`src/rtl/wb_stage.sv`:
```
// RV32I writeback stage: picks the result source, waits for and extends load data,
// drives the register-file write port and counts retired instructions.
module wb_stage #(
  parameter  int DATA_WIDTH   = 32,
  parameter  int NUM_REGISTER = 32,
  localparam int AW           = $clog2(NUM_REGISTER)
) (
  input  logic                  clk_i,
  input  logic                  rst_i,
  input  logic                  valid_i,
  output logic                  ready_o,
  input  logic [AW-1:0]         rd_addr_i,
  input  logic                  rd_we_i,
  input  logic [1:0]            wb_sel_i,
  input  logic [DATA_WIDTH-1:0] alu_result_i,
  input  logic [DATA_WIDTH-1:0] pc_plus4_i,
  input  logic [2:0]            funct3_i,
  input  logic                  dmem_rvalid_i,
  input  logic [DATA_WIDTH-1:0] dmem_rdata_i,
  output logic                  we_o,
  output logic [AW-1:0]         rd_addr_o,
  output logic [DATA_WIDTH-1:0] rd_o,
  output logic                  load_err_o,
  output logic [63:0]           instret_o,
  output logic                  dbg_state_o
);

  // Handshake: a transfer happens on a rising edge where valid_i && ready_o;
  // valid_i needs no hold requirement while ready_o is low.
  typedef enum logic {S_IDLE = 1'b0, S_WAIT_LOAD = 1'b1} state_t;

  state_t                r_state;
  state_t                w_state_next;
  logic                  r_we;
  logic                  r_load_err;
  logic [AW-1:0]         r_rd_addr;
  logic [DATA_WIDTH-1:0] r_rd;
  logic [63:0]           r_instret;
  logic [AW-1:0]         r_ld_addr;
  logic                  r_ld_we;
  logic [2:0]            r_ld_f3;
  logic [1:0]            r_ld_off;

  logic                  w_accept;
  logic                  w_is_load;
  logic                  w_illegal;
  logic                  w_misaligned;
  logic                  w_load_bad;
  logic [DATA_WIDTH-1:0] w_src;
  logic [DATA_WIDTH-1:0] w_shifted;
  logic [DATA_WIDTH-1:0] w_load_data;

  assign ready_o     = (r_state == S_IDLE) && !rst_i;
  assign w_accept    = valid_i && ready_o;
  assign w_is_load   = (wb_sel_i == 2'b01);
  assign w_illegal   = (funct3_i == 3'b011) || (funct3_i == 3'b110) || (funct3_i == 3'b111);
  assign w_misaligned = (((funct3_i == 3'b001) || (funct3_i == 3'b101)) && alu_result_i[0]) ||
                        ((funct3_i == 3'b010) && (alu_result_i[1:0] != 2'b00));
  assign w_load_bad  = w_is_load && (w_illegal || w_misaligned);
  assign w_src       = (wb_sel_i == 2'b10) ? pc_plus4_i : alu_result_i;
  assign w_shifted   = dmem_rdata_i >> {r_ld_off, 3'b000};

  always_comb begin
    w_load_data = w_shifted;
    case (r_ld_f3)
      3'b000:  w_load_data = {{(DATA_WIDTH-8){w_shifted[7]}}, w_shifted[7:0]};
      3'b001:  w_load_data = {{(DATA_WIDTH-16){w_shifted[15]}}, w_shifted[15:0]};
      3'b100:  w_load_data = {{(DATA_WIDTH-8){1'b0}}, w_shifted[7:0]};
      3'b101:  w_load_data = {{(DATA_WIDTH-16){1'b0}}, w_shifted[15:0]};
      default: w_load_data = w_shifted;
    endcase
  end

  always_ff @(posedge clk_i or posedge rst_i) begin
    if (rst_i) r_state <= S_IDLE;
    else       r_state <= w_state_next;
  end

  always_comb begin
    w_state_next = r_state;
    case (r_state)
      S_IDLE:      if (w_accept && w_is_load && !w_load_bad) w_state_next = S_WAIT_LOAD;
      S_WAIT_LOAD: if (dmem_rvalid_i) w_state_next = S_IDLE;
      default:     w_state_next = S_IDLE;
    endcase
  end

  // Result registers: write/err strobes default low every cycle, data holds.
  always_ff @(posedge clk_i or posedge rst_i) begin
    if (rst_i) begin
      r_we       <= 1'b0;
      r_load_err <= 1'b0;
      r_rd_addr  <= '0;
      r_rd       <= '0;
      r_instret  <= '0;
      r_ld_addr  <= '0;
      r_ld_we    <= 1'b0;
      r_ld_f3    <= '0;
      r_ld_off   <= '0;
    end else begin
      r_we       <= 1'b0;
      r_load_err <= 1'b0;
      if (r_state == S_IDLE && w_accept) begin
        if (!w_is_load) begin
          r_we      <= rd_we_i && (rd_addr_i != '0);
          r_rd_addr <= rd_addr_i;
          r_rd      <= w_src;
          r_instret <= r_instret + 64'd1;
        end else if (w_load_bad) begin
          r_load_err <= 1'b1;
        end else begin
          r_ld_addr <= rd_addr_i;
          r_ld_we   <= rd_we_i;
          r_ld_f3   <= funct3_i;
          r_ld_off  <= alu_result_i[1:0];
        end
      end else if (r_state == S_WAIT_LOAD && dmem_rvalid_i) begin
        r_we      <= r_ld_we && (r_ld_addr != '0);
        r_rd_addr <= r_ld_addr;
        r_rd      <= w_load_data;
        r_instret <= r_instret + 64'd1;
      end
    end
  end

  assign we_o        = r_we;
  assign load_err_o  = r_load_err;
  assign rd_addr_o   = r_rd_addr;
  assign rd_o        = r_rd;
  assign instret_o   = r_instret;
  assign dbg_state_o = r_state;

endmodule

```
`config.mk`:
```
export PLATFORM = sky130hd
export DESIGN_NAME = wb_stage
export DESIGN_NICKNAME = d
export VERILOG_FILES = /design/src/rtl/wb_stage.sv
export SDC_FILE = /design/constraint.sdc
export NUM_CORES = 1
export LEC_CHECK = 0
export CAP_MARGIN = 20
export CORE_MARGIN = 1.5
export CORE_UTILIZATION = 51
export CTS_BUF_LIST = sky130_fd_sc_hd__clkbuf_8
export DETAILED_ROUTE_END_ITERATION = 10
export PLACE_DENSITY = 0.91
export SYNTH_ARGS = -nofsm -noshare
export SYNTH_HDL_FRONTEND = slang
export SYNTH_SLANG_ARGS = --single-unit
```
`constraint.sdc`:
```
create_clock -name clk_i -period 9 [get_ports clk_i]
set_clock_uncertainty 0.05 [all_clocks]
set_input_delay 0.9 -clock clk_i [delete_from_list [all_inputs] [get_ports clk_i]]
set_output_delay 0.9 -clock clk_i [all_outputs]
set_load 0.03 [all_outputs]
```
Yosys cells after proc, flatten, opt, wreduce, memory -nomap -nowiden
Cells that the tools add are included.

Input bits: 111. Output and inout port bits: 105. Register bits after elaboration: 115. Word-level logic and storage cells: 71.

Add/sub/neg operators: 1. Eq/ne operators: 12. Shift operators: 1. Reduce and logical (&&, ||, !) cells: 25. Muxes and demuxes: 20. Bitwise operators: 2.

Operator list (number): 64-bit two-way mux (3); 32-bit two-way mux (4); 32-bit case mux with 4 select lines (1); 64-bit by 1-bit adder with 64-bit output, second input constant (1); 32-bit by 5-bit >> shifter with 32-bit output (1); 3-bit == test, second input constant (5); 5-bit two-way mux (3); 1-bit logical AND (11); 5-bit nonzero test (2); 1-bit two-way mux (8); 3-bit by 1-bit == test with 1-bit output, second input constant (2); 3-bit by 2-bit == test with 1-bit output, second input constant (2); 1-bit logical OR (5); 2-bit nonzero test (2); 3-bit zero test (1); 3-bit AND reduction (1); 2-bit by 1-bit == test with 1-bit output, second input constant (1); 2-bit == test, second input constant (1); 1-bit zero test (2); 2-bit inequality test, second input constant (1); 1-bit inverter (2); 1-bit case mux with 2 select lines (1); 2-bit AND reduction (1).

Longest topological paths before layout
Gate-level depths: netlist of the first run.

Depth after elaboration: 10. Mapped depth: 8. Mapped depth without buffers: 6.

Worst setup path after synthesis of the first run
OpenSTA, ideal clock, no wires.

Path kind: input -> register. Start point: input rst_i. End point: register r_instret[11], in the netlist instret_o[11]. Buffers on the path: 3. Library setup time: 0.135 ns. Required time: 8.815 ns. Arrival time: 2.172 ns. Cell stages on the path: 7. Slack: 6.643 ns. Cell sequence: nor3b_2 -> a21o_1 -> buf_2 -> buf_2 -> buf_1 -> nand3_1 -> xnor2_1.

Longest elaborated chain between the ends: 6. Elaborated cells between the ends (all ways): 8. Classes of those cells: eq/ne: 1; mux: 1; reduce/logical: 6.

RTL lines: from (decl) (RTL line 9) `input logic rst_i,`; 1-bit zero test (no line) (*); 1-bit logical AND (*) (RTL line 53) `assign ready_o = (r_state == S_IDLE) && !rst_i;`; 1-bit logical AND (*) (RTL line 54) `assign w_accept = valid_i && ready_o;`; 1-bit logical AND (*) (RTL line 103) `if (r_state == S_IDLE && w_accept) begin`; 2-bit inequality test (no line) / 2-bit nonzero test (equally long branches); 2-bit AND reduction (no line); to (signal assigned) (RTL line 108) `r_instret <= r_instret + 64'd1;`; to (signal assigned) (RTL line 121) `r_instret <= r_instret + 64'd1;`; to (decl) (RTL line 38) `logic [63:0] r_instret;`.

Every way passes the cells marked *; elsewhere a longest branch is shown, timed or not. A chain may end at the register's enable or synchronous reset.

Worst setup path after layout of the first run
Start point: input rst_i. End point: register r_instret[50], in the netlist instret_o[50].

The elaborated chain is that of the path after synthesis.

==> impl_metrics.csv, run 1 <==
group,metric,value,unit
worst_setup_path,path_max_fanout,50,
route,wirelength,19.1,mm
worst_setup_path,ff2ff_setup_slack,5.71,ns
synthesis,synth-seq-cells,115,
sta,period_minus_slack,3.81,ns
sta,rsz0062_at_grt,"no",
worst_setup_path,required,9.30,ns
hold_path,holdPathEnd,"rd_o[4]",
worst_setup_path,crit_top_cell,"buf_4",
cts,clkLatencyLatePin,0.43,ns
final_layout,final_layout_size_suffix_gt1_share,7.83,%
die,fp.dieArea,12700,µm²
global_routing,grtUsageTotal,30.2,%
worst_setup_path,path_class,"in -> reg",
global_routing,grt_max_degree,64,
job,drv_cap,0,
route,vias,6055,
synthesis,ys_top_cells_by_count,"nand2_1, dfrtp_1, xor2_1",
sta,setup_violations,0,
power,ir_drop,0.133,mV
final_layout,area.growth.synth_to_final,42.8,%
worst_setup_path,cp_data_arrival_time,4.11,ns
final_layout,num_antenna_cells,0,
hold_path,min_path_cells,2,
worst_setup_path,reg2reg_depth,7,
synthesis,async_reset_ff_share,100,%
placed_design,gp_congestion,0.921,
sta,maxSlewViolCount,0,
synthesis,yosysWarnings,0,
synthesis,avgSynthCellArea,9.35,µm²
hold_path,hp-start,"rd_o[4]",
worst_setup_path,timing.rr.end,"instret_o[50]",
cts,path_clk_slew,0.06,ns
die,die_h,113,µm
placed_design,io_buffers,215,
route,topRoutingLayerUsed,"met4",
worst_setup_path,cp_top_family,"simple AND/OR/NAND/NOR gates",
sta,slew_headroom,32.4,%
route,postRouteAntennaNets,0,
synthesis,synth_nets,767,
status,status,"completed",
synthesis,synthDominantCellAreaShare,47.0,%
synthesis,synth_edf_count,0,
global_routing,grt_pass1_wl,30.0,mm
cts,cts_buffers,17,
cts,cts.sink_count,115,
worst_setup_path,r2r-start,"dbg_state_o",
sta,worstMarginPinSlew,1.01,ns
die,dieWidth,113,µm
cts,cts_max_path_buffers,2,
sta,max_freq,262,MHz
power,total_power,1.58,mW
cts,post_cts_buffers,0,
sta,hold_viol_final,0,
route,drt-initial-drc-count,468,
hold_path,min_path_type,"reg -> reg",
die,start_util,53.0,%
route,first_pass_iters,5,
route,drc,0,
placed_design,dpl_worst_slack,4.87,ns
worst_setup_path,startpoint_type,"input port",
route,vias_per_cell,5.98,
cts,cts_tree,"yes",
die,ioPinCount,216,
cts,postCtsHoldBufs,0,
synthesis,synth_area_leaders,"dfrtp_1, nand2_1, xor2_1",
final_layout,layout.nets,971,
worst_setup_path,critical_path.slowest_cell,"nand2_1",
worst_setup_path,cp.buffers_inverters,3,
cts,root_buffer,"clkbuf_8",
route,met2_length,9.84,mm
synthesis,synthMostInstantiatedCell,"nand2_1",
synthesis,ys_types,47,
route,wl_per_cell,18.9,µm
global_routing,antenna_found_initial,0,
worst_setup_path,crit_start,"rst_i",
global_routing,grt_pass1_vias,5989,
power,p_leak,3.78,nW
cts,h-tree-depth,4,
synthesis,synthFlopType,"dfrtp_1",
route,met3RoutedLength,1.43,mm
worst_setup_path,cp-end-kind,"register",
synthesis,synth_top_area_cell,"dfrtp_1",
sta,setup_ws,5.19,ns
synthesis,seq_area_frac_synth,47.0,%
die,core-area,11600,µm²
sta,fin_tns_setup,0,ns
synthesis,netlist_instances,655,
worst_setup_path,cp_cell_sequence,"clkdlybuf4s50_1 > nor3b_4 > buf_4 > a21o_1 > buf_4 > nand2_1 > nor4b_1 > xor2_1",
cts,ctsResizeCount,0,
synthesis,synth_area,6130,µm²
die,rows,39,
global_routing,gr-total-overflow,0,
placed_design,dp_hpwl,13.9,mm
route,wirelength_met1,7.29,mm
worst_setup_path,critPathMaxStageDelay,0.62,ns
power,p_per_area,181,nW/µm²
sta,finalCritPeriodShare,42.4,%
==> worst min-delay path, delay by kind of cell (launching register included) <==
| kind | cells | cell delay [ns] |
|---|---|---|
| AO/OA/AOI/OAI | 1 | 0.06 |
| flip-flops | 1 | 0.34 |
| AND/OR/NAND/NOR | 1 | 0.05 |
==> layout by cell type, fill, tap and decap left out, drive strengths merged, types with 2 or more instances in the layout <==
cell,instances
nor3b,3
or4,2
mux2i,24
and2,2
nand3,24
clkinv,6
dfrtp,115
o21ai,38
nand2b,3
a22o,7
a211oi,7
nand2,116
nor2,33
nand4,39
a21o,2
inv,7
or3,2
clkdlybuf4s50,215
nor3,25
buf,7
a31oi,7
o31a,2
a21oi,24
and4,6
nor4b,3
o221a,8
xnor2,18
nor4,17
xor2,45
nor2b,10
and3,10
clkbuf,22
mux2,11
==> stage by stage <==
| step | utilization [%] | cells | hold slack, ns | instance area [µm²] |
|---|---|---|---|---|
| after floorplan | - | 655 | 0.430 | 6130 |
| after global placement | 72.3 | 981 | 0.413 | 8370 |
| after detailed placement | 72.3 | 981 | 0.428 | 8370 |
| after CTS | 75.3 | 1010 | 0.442 | 8700 |
| after global routing | 75.6 | 1012 | 0.466 | 8750 |
| final | 75.6 | 1012 | 0.435 | 8750 |
==> final cells by class <==
class / count / area [µm²]
Clock buffer: 22 / 303
Clock inverter: 7 / 33.8
Fill cell: 755 / 2820
Inverter: 6 / 25.0
Multi-Input combinational cell: 497 / 3100
Sequential cell: 115 / 2880
Tap cell: 143 / 179
Timing Repair Buffer: 222 / 2230
==> worst max path at each step <==
stage | end | slack (ns) | cells after the start
global placement | instret_o[50] | 4.97 | 8
CTS | instret_o[50] | 5.31 | 8
global route | instret_o[50] | 4.93 | 8
finish | instret_o[50] | 5.19 | 8
floorplan | dbg_state_o | 5.01 | 1
detailed placement | instret_o[50] | 4.87 | 8
==> kinds of logic after synthesis <==
logic type,count (synthesis),share of synthesized area (%)
mux,35,5.94
buf+inv,43,2.82
xor+xnor,63,9.01
compound gates,101,10.5
simple gates,297,24.5
flops,115,47.0
fa+ha+maj,1,0.204
==> report_power, final <==
group          switching, mW  internal [mW]
logic                  0.276          0.226
clock network          0.197          0.218
registers             0.0801          0.582
total                  0.553           1.03
==> flip-flops by register name, summed over array words and instances (netlist names) <==
register / cells
rd_addr_o: 5
instret_o: 64
load_err_o: 1
r_ld_f3: 3
r_ld_addr: 5
r_ld_we: 1
r_ld_off: 2
we_o: 1
rd_o: 32
dbg_state_o: 1
==> routing by layer <==
metal | vias up | global-route usage [%]
met3 | 50 | 6.75
met2 | 329 | 54.1
li1 | 2747 | -
met4 | 0 | 11.6
met1 | 2929 | 35.3
met5 | - | 0
(Power assumes the default switching activity.)
==> run 2, diff against run 1 <==
--- a/config.mk
+++ b/config.mk
@@ -7,10 +7,10 @@
 export LEC_CHECK = 0
 export CAP_MARGIN = 20
 export CORE_MARGIN = 1.5
-export CORE_UTILIZATION = 51
+export CORE_UTILIZATION = 47
 export CTS_BUF_LIST = sky130_fd_sc_hd__clkbuf_8
 export DETAILED_ROUTE_END_ITERATION = 10
-export PLACE_DENSITY = 0.91
+export PLACE_DENSITY = 0.85
 export SYNTH_ARGS = -nofsm -noshare
 export SYNTH_HDL_FRONTEND = slang
 export SYNTH_SLANG_ARGS = --single-unit
==> constraint.sdc (replaced) <==
create_clock -name clk_i -period 3.75 [get_ports clk_i]
set_clock_uncertainty 0.05 [all_clocks]
set_input_delay 0.375 -clock clk_i [delete_from_list [all_inputs] [get_ports clk_i]]
set_output_delay 0.375 -clock clk_i [all_outputs]
set_load 0.03 [all_outputs]
==> run 2 against run 1 <==
Compared with the run above: global-route usage decreased by 2.7 points; largest cell class unchanged; count of clock-buffer cells in the layout shrank 4; worst hold slack worse by 0.021 ns; critical endpoint is now rd_o[23]; combinational power grew 140%.
==> impl_metrics.csv, run 2 (same netlist as run 1, synthesis figures left out) <==
group,metric,value,unit
global_routing,gr-total-overflow,0,
die,start_util,48.3,%
placed_design,io_buffers,215,
die,core-area,12700,µm²
sta,hold_viol_final,0,
worst_setup_path,startpoint_type,"register",
job,drv_cap,0,
cts,post_cts_buffers,0,
sta,period_minus_slack,2.71,ns
global_routing,grt_pass1_vias,5904,
worst_setup_path,cp-end-kind,"register",
final_layout,area.growth.synth_to_final,44.4,%
final_layout,multi_input_area,3100,µm²
final_layout,fill_cells,939,
power,p_per_area,445,nW/µm²
route,wirelength,18.6,mm
cts,cts.sink_count,115,
sta,maxSlewViolCount,0,
route,postRouteAntennaNets,0,
global_routing,antenna_found_initial,0,
global_routing,grt_max_degree,72,
final_layout,mostFrequentLayoutCell,"clkdlybuf4s50_1",
final_layout,largest_reg_flops,64,
cts,h-tree-depth,4,
final_layout,regArea,2880,µm²
sta,rsz0062_at_grt,"no",
sta,worstMarginPinSlew,0.986,ns
worst_setup_path,critPathMaxStageDelay,0.75,ns
final_layout,num_antenna_cells,0,
route,drc,0,
worst_setup_path,cp_top_family,"compound AO/OA/AOI/OAI gates",
cts,postCtsHoldBufs,0,
worst_setup_path,required,4.07,ns
die,rows,41,
sta,slew_headroom,34.3,%
route,wl_per_cell,17.8,µm
die,dieWidth,117,µm
global_routing,grt_pass1_wl,28.8,mm
power,ir_drop,0.197,mV
die,die_h,117,µm
worst_setup_path,path_max_fanout,26,
cts,path_clk_slew,0.07,ns
sta,setup_violations,0,
die,fp.dieArea,13700,µm²
cts,root_buffer,"clkbuf_8",
route,first_pass_iters,5,
status,status,"completed",
sta,fin_tns_setup,0,ns
sta,max_freq,370,MHz
worst_setup_path,path_class,"reg -> reg",
final_layout,finish.utilization,69.8,%
route,drt-initial-drc-count,446,
placed_design,gp_congestion,0.872,
cts,cts_max_path_buffers,2,
worst_setup_path,cp_cell_sequence,"nor2b_1 > o2bb2ai_1 > mux2i_1 > o31ai_2 > o221a_2",
final_layout,final_cell_mix,"clkdlybuf4s50_1, nand2_1, dfrtp_1",
global_routing,grtUsageTotal,27.5,%
final_layout,layout.nets,974,
worst_setup_path,cp.buffers_inverters,0,
hold_path,min_path_type,"reg -> reg",
cts,clkLatencyLatePin,0.43,ns
cts,cts_buffers,17,
sta,finalCritPeriodShare,72.2,%
route,vias,5915,
cts,ctsResizeCount,0,
final_layout,final_layout_size_suffix_gt1_share,8.23,%
power,p_leak,3.82,nW
route,vias_per_cell,5.65,
placed_design,dp_hpwl,14.0,mm
worst_setup_path,cp_data_arrival_time,3.02,ns
die,ioPinCount,216,
cts,cts_tree,"yes",
worst_setup_path,critical_path.slowest_cell,"dfrtp_1",
-- run 2: cell types whose count changed in the layout (fill, tap and decap cells not counted), sizes merged --
cell      previous run  this run
inv                  7         9
bufinv               0         3
clkbuf              22        18
clkinvlp             0         2
buf                  7        10
-- run 2: final cells by class --
cell class	count	area share (%)
sequential	115	32.5
tap	172	2.43
multi-input combinational	497	35.0
timing repair buffer	225	25.3
clock inverter	14	1.65
inverter	6	0.283
clock buffer	18	2.80
-- run 2: layer usage --
| layer | part of all wire, % | global-route usage [%] | up-vias | wire [µm] |
|---|---|---|---|---|
| met2 | 50 | 47.9 | 307 | 9290 |
| met5 | 0 | 0 | - | 0 |
| met3 | 8.2 | 5.97 | 43 | 1520 |
| met4 | 2.6 | 11.8 | 0 | 490 |
| met1 | 39 | 33.0 | 2818 | 7310 |
| li1 | - | - | 2747 | - |
-- run 2: metrics by stage --
step / area (µm²) / hold slack [ns] / worst slack (ns) / std cells / power [mW]
global route: 8850 / 0.450 / 0.857 / 1047 / 4.10
floorplan: 6130 / 0.430 / 0.281 / 655 / 2.24
global placement: 8450 / 0.408 / 1.12 / 1015 / 2.76
detailed placement: 8450 / 0.409 / 1.03 / 1015 / 2.79
CTS: 8850 / 0.420 / 1.12 / 1047 / 3.95
finish: 8850 / 0.413 / 1.04 / 1047 / 3.94
-- run 2: worst paths after layout --
check,start,endpoint,slack (ns),cells after the start
worst min register to register,instret_o[63],instret_o[63],0.41,1
worst min-delay path,instret_o[63],instret_o[63],0.41,1
worst max register to register,r_ld_off[1],rd_o[23],1.04,5
worst max-delay path,r_ld_off[1],rd_o[23],1.04,5
max in group asynchronous,rst_i,instret_o[55],2.43,3
min in group asynchronous,rst_i,rd_addr_o[1],0.42,2
-- run 2: power by group --
part / internal (mW) / switching [mW] / total, mW / leakage (nW)
clock network: 0.659 / 0.496 / 1.15 / 0.212
registers: 1.40 / 0.182 / 1.58 / 1.46
logic: 0.538 / 0.663 / 1.20 / 2.14
total: 2.59 / 1.34 / 3.94 / 3.82
==> run 3, diff against run 2 <==
--- a/config.mk
+++ b/config.mk
@@ -7,10 +7,10 @@
 export LEC_CHECK = 0
 export CAP_MARGIN = 20
 export CORE_MARGIN = 1.5
-export CORE_UTILIZATION = 47
+export CORE_UTILIZATION = 42
 export CTS_BUF_LIST = sky130_fd_sc_hd__clkbuf_8
 export DETAILED_ROUTE_END_ITERATION = 10
-export PLACE_DENSITY = 0.85
+export PLACE_DENSITY = 0.8
 export SYNTH_ARGS = -nofsm -noshare
 export SYNTH_HDL_FRONTEND = slang
 export SYNTH_SLANG_ARGS = --single-unit
==> constraint.sdc (replaced) <==
create_clock -name clk_i -period 2.3 [get_ports clk_i]
set_clock_uncertainty 0.05 [all_clocks]
set_input_delay 0.23 -clock clk_i [delete_from_list [all_inputs] [get_ports clk_i]]
set_output_delay 0.23 -clock clk_i [all_outputs]
set_load 0.03 [all_outputs]
==> run 3 against run 2 <==
Compared with the run above: register-to-register slack worse by 0.82 ns; setup slack worse by 0.82 ns; wire length up 2.2%; fmax increased by 30%; sequential cell count did not move; design area is 2.2% higher; worst hold slack worse by 0.021 ns; combinational power increased by 73%; critical path depth up 1; sequential share of layout area is 0.71 points lower; largest cell class unchanged; global-route usage shrank 1.8 points; sequential power rose by 59%.
==> impl_metrics.csv, run 3 (same netlist as run 1, synthesis figures left out) <==
group,metric,value,unit
power,p_per_area,698,nW/µm²
final_layout,mostFrequentLayoutCell,"clkdlybuf4s50_1",
cts,cts_buffers,17,
route,first_pass_iters,5,
route,drt-initial-drc-count,325,
sta,period_minus_slack,2.07,ns
status,status,"completed",
cts,cts.sink_count,115,
sta,max_freq,482,MHz
worst_setup_path,path_class,"reg -> reg",
final_layout,fill_cells,1163,
sta,slew_headroom,57.7,%
final_layout,final_layout_size_suffix_gt1_share,11.0,%
die,ioPinCount,216,
worst_setup_path,crit_start,"instret_o[0]",
worst_setup_path,cp.buffers_inverters,1,
global_routing,grt_pass1_vias,5822,
sta,worstMarginPinSlew,0.633,ns
final_layout,finish.utilization,64.4,%
die,dieWidth,124,µm
worst_setup_path,cp-end-kind,"register",
sta,setup_violations,0,
final_layout,largest_reg_flops,64,
worst_setup_path,startpoint_type,"register",
worst_setup_path,r2r-start,"instret_o[0]",
sta,hold_viol_final,0,
cts,clkLatencyLatePin,0.42,ns
worst_setup_path,cp_data_arrival_time,2.36,ns
route,wirelength,19.0,mm
cts,path_clk_slew,0.07,ns
global_routing,grt_max_degree,116,
route,drc,0,
die,start_util,43.6,%
die,rows,43,
sta,maxSlewViolCount,0,
worst_setup_path,critical_path.slowest_cell,"dfrtp_1",
hold_path,hp-start,"dmem_rvalid_i",
cts,cts_max_path_buffers,2,
job,drv_cap,0,
hold_path,min_path_type,"in -> reg",
placed_design,gp_congestion,0.880,
power,p_leak,3.93,nW
sta,rsz0062_at_grt,"no",
final_layout,layout.nets,1001,
route,postRouteAntennaNets,0,
global_routing,grt_pass1_wl,30.2,mm
cts,root_buffer,"clkbuf_8",
final_layout,area.growth.synth_to_final,47.6,%
sta,finalCritPeriodShare,90.2,%
power,ir_drop,0.408,mV
die,die_h,124,µm
cts,h-tree-depth,4,
placed_design,io_buffers,215,
worst_setup_path,required,2.58,ns
worst_setup_path,cp_cell_sequence,"nand3_4 > or3_4 > nor4_4 > buf_4 > and4_1 > xor2_1",
worst_setup_path,cp_top_family,"simple AND/OR/NAND/NOR gates",
final_layout,regArea,2880,µm²
die,fp.dieArea,15300,µm²
power,total_power,6.31,mW
global_routing,gr-total-overflow,0,
cts,cts_tree,"yes",
route,vias_per_cell,5.54,
placed_design,dp_hpwl,14.3,mm
final_layout,final_cell_mix,"clkdlybuf4s50_1, nand2_1, dfrtp_1",
route,vias,5976,
global_routing,antenna_found_initial,0,
global_routing,grtUsageTotal,25.8,%
die,core-area,14000,µm²
worst_setup_path,path_max_fanout,9,
final_layout,num_antenna_cells,0,
worst_setup_path,critPathMaxStageDelay,0.48,ns
final_layout,multi_input_area,3110,µm²
route,wl_per_cell,17.6,µm
==> run 3: cell types whose count changed in the layout (fill, tap and decap cells not counted) <==
| cell | before | now |
|---|---|---|
| clkbuf_8 | 18 | 21 |
| a21o_1 | 2 | 1 |
| a21oi_2 | 0 | 1 |
| clkinv_2 | 6 | 3 |
| nor4b_2 | 0 | 1 |
| bufinv_16 | 3 | 1 |
| nor4b_1 | 3 | 2 |
| buf_12 | 1 | 2 |
| a21oi_1 | 23 | 22 |
| a21o_2 | 0 | 1 |
| buf_4 | 9 | 35 |
| inv_4 | 1 | 0 |
==> run 3: worst min-delay path, stage by stage <==
cell and delay [ns]:
clkdlybuf4s50_1 0.43, inv_1 0.07, a21o_1 0.10
==> run 3: final cells by class <==
type | instances | share of cell area [%]
multi-input combinational | 497 | 34.4
sequential | 115 | 31.8
timing repair buffer | 252 | 27.1
clock buffer | 21 | 3.20
tap | 180 | 2.49
clock inverter | 8 | 0.706
inverter | 6 | 0.291
==> run 3: through the flow <==
stage | worst slack, ns | hold slack, ns | instances | area [µm²] | setup TNS, ns
5_1_grt | 0.0434 | 0.392 | 1079 | 9040 | 0
6_report | 0.226 | 0.393 | 1079 | 9040 | 0
3_5_place_dp | -0.109 | 0.426 | 1050 | 8680 | -0.609
3_3_place_gp | -0.0406 | 0.413 | 1050 | 8680 | -0.121
4_1_cts | 0.134 | 0.363 | 1079 | 9030 | 0
2_1_floorplan | 0.228 | 0.312 | 655 | 6130 | 0
==> run 3: metal layers <==
metal | vias up | share of wire [%] | track usage [%]
met1 | 2812 | 41 | 33.2
met2 | 314 | 47 | 41.1
li1 | 2809 | - | -
met3 | 41 | 8.7 | 6.96
met5 | - | 0 | 0
met4 | 0 | 2.7 | 10.5
==> run 3: worst paths after layout <==
path	to	slack [ns]	cells past startpoint
worst max-delay path	instret_o[23]	0.23	6
max in group asynchronous	instret_o[24]	1.27	4
worst max register to register	instret_o[23]	0.23	6
worst min register to register	rd_o[4]	0.43	2
min in group asynchronous	dbg_state_o	0.43	4
worst min-delay path	dbg_state_o	0.39	3
==> run 3: report_power, final <==
part	switching, mW	internal [mW]	total (mW)
Combinational	1.15	0.924	2.08
Sequential	0.230	2.28	2.51
Clock	0.789	0.934	1.72
==> run 3: repair_timing <==
| item | 4_1_cts | 5_1_grt |
|---|---|---|
| buffers inserted | 0 | 0 |
| hold buffers | 0 | 0 |
| setup endpoints to repair | 0 | 6 |
| resized for setup | 0 | 3 |
